==> src/rtl/stopwatch_ctrl.sv <==
// Run/pause/idle control for the mm:ss counter: debounced start/stop and clear buttons,
// a registered run level, a one-cycle clear pulse and a gated 1 Hz tick enable.
//
//   state | meaning
//   ------+-----------------------------------------------
//   00    | IDLE  - stopped and zeroed, prescaler held at 0
//   01    | RUN   - counting, prescaler advancing
//   10    | PAUSE - stopped, partial second preserved
//   11    | unused, recovers to IDLE on the next edge
module stopwatch_ctrl #(
    parameter int DEBOUNCE_CYCLES = 1000000,
    parameter int TICK_DIV        = 50000000
) (
    input  logic       clk,
    input  logic       rst,
    input  logic       btn_ss,
    input  logic       btn_clr,
    output logic       run,
    output logic       paused,
    output logic       clr,
    output logic       tick,
    output logic [1:0] state
);

    localparam int DB_W = $clog2(DEBOUNCE_CYCLES);
    localparam int PS_W = $clog2(TICK_DIV);
    localparam logic [DB_W-1:0] DB_MAX = DB_W'(DEBOUNCE_CYCLES - 1);
    localparam logic [PS_W-1:0] PS_MAX = PS_W'(TICK_DIV - 1);

    localparam logic [1:0] ST_IDLE  = 2'b00;
    localparam logic [1:0] ST_RUN   = 2'b01;
    localparam logic [1:0] ST_PAUSE = 2'b10;

    // bit 0 = start/stop, bit 1 = clear
    logic [1:0] btn_raw;
    logic [1:0] sync_q1;
    logic [1:0] sync_q2;
    logic [1:0] stable;
    logic [1:0] stable_d;
    logic [1:0] press;
    logic       press_ss;
    logic       press_clr;

    logic [1:0]      state_q;
    logic [1:0]      state_nx;
    logic            run_nx;
    logic            paused_nx;
    logic            clr_nx;
    logic [PS_W-1:0] presc;

    assign btn_raw = {btn_clr, btn_ss};

    always_ff @(posedge clk or posedge rst) begin
        if (rst) begin
            sync_q1  <= '0;
            sync_q2  <= '0;
            stable_d <= '0;
        end else begin
            sync_q1  <= btn_raw;
            sync_q2  <= sync_q1;
            stable_d <= stable;
        end
    end

    for (genvar i = 0; i < 2; i++) begin : g_db
        logic [DB_W-1:0] cnt;
        logic            lvl;

        always_ff @(posedge clk or posedge rst) begin
            if (rst) begin
                cnt <= '0;
                lvl <= 1'b0;
            end else if (sync_q2[i] == lvl) begin
                cnt <= '0;
            end else if (cnt == DB_MAX) begin
                lvl <= ~lvl;
                cnt <= '0;
            end else begin
                cnt <= cnt + DB_W'(1);
            end
        end

        assign stable[i] = lvl;
    end

    // Rising edge of the debounced level only; releases are ignored.
    assign press     = stable & ~stable_d;
    assign press_ss  = press[0];
    assign press_clr = press[1];

    always_ff @(posedge clk or posedge rst) begin
        if (rst) begin
            state_q <= ST_IDLE;
            run     <= 1'b0;
            paused  <= 1'b0;
            clr     <= 1'b0;
        end else begin
            state_q <= state_nx;
            run     <= run_nx;
            paused  <= paused_nx;
            clr     <= clr_nx;
        end
    end

    always_comb begin
        state_nx = state_q;
        if (press_clr) begin
            state_nx = ST_IDLE;
        end else begin
            case (state_q)
                ST_IDLE:  if (press_ss) state_nx = ST_RUN;
                ST_RUN:   if (press_ss) state_nx = ST_PAUSE;
                ST_PAUSE: if (press_ss) state_nx = ST_RUN;
                default:  state_nx = ST_IDLE;
            endcase
        end
    end

    always_comb begin
        run_nx    = (state_nx == ST_RUN);
        paused_nx = (state_nx == ST_PAUSE);
        clr_nx    = press_clr;
    end

    // Only cycles that stay in RUN advance the second; the edge leaving RUN does not count.
    always_ff @(posedge clk or posedge rst) begin
        if (rst) begin
            presc <= '0;
            tick  <= 1'b0;
        end else begin
            tick <= 1'b0;
            if (state_nx == ST_IDLE) begin
                presc <= '0;
            end else if (state_q == ST_RUN && state_nx == ST_RUN) begin
                if (presc == PS_MAX) begin
                    presc <= '0;
                    tick  <= 1'b1;
                end else begin
                    presc <= presc + PS_W'(1);
                end
            end
        end
    end

    assign state = state_q;

endmodule
==> config.mk <==
export PLATFORM = sky130hd
export DESIGN_NAME = stopwatch_ctrl
export DESIGN_NICKNAME = d
export VERILOG_FILES = /design/src/rtl/stopwatch_ctrl.sv
export SDC_FILE = /design/constraint.sdc
export NUM_CORES = 1
export LEC_CHECK = 0
export BUFFER_PORTS_ARGS = -buffer_cell sky130_fd_sc_hd__buf_2
export CAP_MARGIN = 20
export CORE_MARGIN = 5
export CORE_UTILIZATION = 55
export DETAILED_ROUTE_END_ITERATION = 7
export PLACE_DENSITY_LB_ADDON = 0.08
export SLEW_MARGIN = 20
export SYNTH_ARGS = -nofsm -noshare
export SYNTH_HDL_FRONTEND = slang
export SYNTH_SLANG_ARGS = --single-unit
export TNS_END_PERCENT = 5
==> constraint.sdc <==
create_clock -name clk -period 2.4 [get_ports clk]
set_clock_uncertainty 0.2 [all_clocks]
set_input_delay 0.24 -clock clk [delete_from_list [all_inputs] [get_ports clk]]
set_output_delay 0.24 -clock clk [all_outputs]
set_load 0.03 [all_outputs]
==> results.cfg <==
[clocking]
cts_buffers = 9
cts_buffer_depth = 2
cts_sinks = 80
cts-resized-gates = 0
root_buffer = clkbuf_8
clk_pin_slew_ns = 0.09
post-cts-setup-buffers = 0
cts_tree = built
worstSkewPairLatency_ns = 0.35
htreeDepth = 3

[cells_and_area]
n_antenna_cell = 0
nFillCells = 575
final_layout_size_suffix_gt1_share_pct = 10.98
area_growth_pct = 10.59
seq_area_mm2 = 0.002002
multi_input_area_mm2 = 0.001783
nNetsFinal = 412

[synth]
synth-seq-area-share_pct = 51.35
synth_nets = 391
async_flop_share_pct = 100.0
yosysWarnings = 0
synth_area_leaders = dfrtp_1 (51%), xor2_1 (8.3%), nor2_1 (6.5%)
ys_types = 49
yosysMostFrequentCell = dfrtp_1
synth_top_area_share_pct = 51.35
synth-seq-cells = 80
netlist_area_mm2 = 0.003899
syn_avg_cell_area_um2 = 10.15
synthTopCellsByCount = dfrtp_1 (80), nor2_1 (68), xor2_1 (37)
syn_inst = 384
ys.flop_type = dfrtp_1
synth-edff-count = 0
synth_area_leader_cell = dfrtp_1

[worst_hold_path]
hp-start = sync_q1[1]$_DFF_PP0_
hold_path.class = flop to flop
min_path_cells = 0

[sta]
timing.slew.headroom_pct = 65.70
slew_viol_final = 0
tightest_slew_ns = 0.5106
max_freq_ghz = 0.4636
finalCritPeriodShare_pct = 89.87
setup_violations = 0
grt_setup_unrepaired = no
fin_setup_tns_ns = 0
period_needed_ns = 2.157
finalHoldViolCount = 0

[die]
dieWidth_um = 94.20
rows = 30
ios = 10
initial_core_util_pct = 57.07
die-area_mm2 = 0.008873
fp.dieH_um = 94.20
core_area_mm2 = 0.006832

[critical_path]
path_cells = nand4_1 -> or2_1 -> nor4_4 -> buf_4 -> o311ai_0 -> o21a_1
slowest_delay_ns = 0.47
r2r-end = presc[19]$_DFFE_PP0P_
crit_arrival_ns = 2.19
crit_type = flop to flop
worst-path-max-fanout = 7
r2r-start = presc[19]$_DFFE_PP0P_
worstSetupEndpointType = flop
startpoint = presc[19]$_DFFE_PP0P_
r2r_slack_ns = 0.24
slowest_stage = nor4_4
endpoint = presc[19]$_DFFE_PP0P_
critPathRequiredTime_ns = 2.43
crit_path_start_kind = flop
reg2reg_depth = 6

[pwr]
p_clk_share_pct = 43.5
power.internal_w = 0.001998
switchingPower_w = 0.0005370
power.total_w = 0.002535
power.density_mw_per_mm2 = 587.8
seqPwrFrac_pct = 54.0
p_sw_share_pct = 21.19
vdd_drop_max_v = 0.0003892
p_leak_nw = 1.929
power_frac_comb_pct = 2.5

[detailed_routing]
postRouteAntennaNets = 0
vias_per_cell = 5.413
vias = 2739
drtIter0Drc = 149
drc = 0
wirelength_mm = 6.811
dr.pass1.iters = 4
wire_per_inst_um = 13.46

[global_routing]
grt_overflow = 0
grtUsageTotal_pct = 17.70
grt_pass1_vias = 2738
antenna_found_initial = 0
grt_pass1_wl_mm = 12.34
grt_start_max_net_pins = 81

[job]
drv_cap = 0

[place]
gp_congestion = 0.8270
hpwl_mm = 4.569
numPortBuffers = 9

[outcome]
status = complete, no violations
## area by class of cell
cell class	instances	share of cell area, %
Multi-Input combinational cell	286	41.35
Timing Repair Buffer	21	3.598
Inverter	7	0.6965
Tap cell	96	2.786
Clock inverter	4	1.770
Sequential cell	80	46.43
Clock buffer	12	3.366
## cell families after synthesis
logic type      after synthesis  synth area share (%)
fa+ha+maj                     3                0.9629
buf+inv                      18                 2.920
compound gates               22                 4.044
xor+xnor                     52                 11.68
mux                           4                 1.123
simple gates                205                 27.92
flops                        80                 51.35
## critical path, delay by kind of cell, from the launching register on
kind / cells / cell delay, ns
and+or+nand+nor: 3 / 0.94
DFF: 1 / 0.42
AOI/OAI and AO/OA: 2 / 0.26
buffers and inverters: 1 / 0.22
## cells in the final DEF (no fill, tap or decap), types with 4 or more instances in the layout
master    netlist  final
dfrtp_1        80     80
nor2_1         68     68
xor2_1         37     37
nand2_1        27     27
nand3_1        21     21
nand4_1        19     19
and3_1         15     15
xnor2_1        15     15
clkbuf_8        0     10
and2_1          9      9
buf_2           4      9
buf_4           4      8
and4_1          7      7
nor3_1          7      7
inv_1           7      6
nor4_1          5      5
nor3b_1         5      5
o21ai_0         4      4
a21oi_1         4      4
## worst min-delay path by stage
stage | end
after global routing | sync_q2[1]$_DFF_PP0_
after detailed placement | sync_q2[1]$_DFF_PP0_
after floorplan | sync_q1[0]$_DFF_PP0_
after global placement | sync_q2[1]$_DFF_PP0_
final | sync_q2[1]$_DFF_PP0_
after CTS | sync_q2[1]$_DFF_PP0_
## layer usage
| layer | wire length [um] | global-route usage [%] |
|---|---|---|
| met5 | 0 | 0 |
| met1 | 3446 | 23.84 |
| met2 | 2980 | 27.30 |
| met4 | 80 | 5.776 |
| met3 | 303 | 5.288 |
## state kept, by name (all words and copies together), names as in the netlist
register	cells
presc	26
g_db.cnt	40
tick	1
stable_d	2
clr	1
sync_q1	2
run	1
paused	1
g_db.lvl	2
sync_q2	2
state	2
## metrics by stage
step                      utilization, %  hold slack (ns)  instance area, um2  worst slack (ns)  std cells
after floorplan                        -          0.07143                3902            0.4372        384
after global placement             59.43           0.1350                4060            0.2970        487
after detailed placement           59.43           0.1355                4060            0.2776        487
after CTS                          63.11           0.1503                4312            0.2666        506
after global routing               63.11           0.1716                4312            0.1472        506
final                              63.11           0.1431                4312            0.2432        506
## power groups by stage
stage | Clock, W | Combinational [W] | Sequential (W)
after global placement | 0 | 0.0000632 | 0.00139
after CTS | 0.00114 | 0.0000676 | 0.00137
final | 0.00110 | 0.0000645 | 0.00137
after floorplan | 0 | 0.0000453 | 0.00139
after detailed placement | 0 | 0.0000636 | 0.00140
after global routing | 0.00121 | 0.0000777 | 0.00137
## timing repair
item	CTS	global route
hold buffers	3	0
endpoints found under the setup margin	0	0
hold endpoints to repair	82	0
Power figures use the tool's default switching activity.
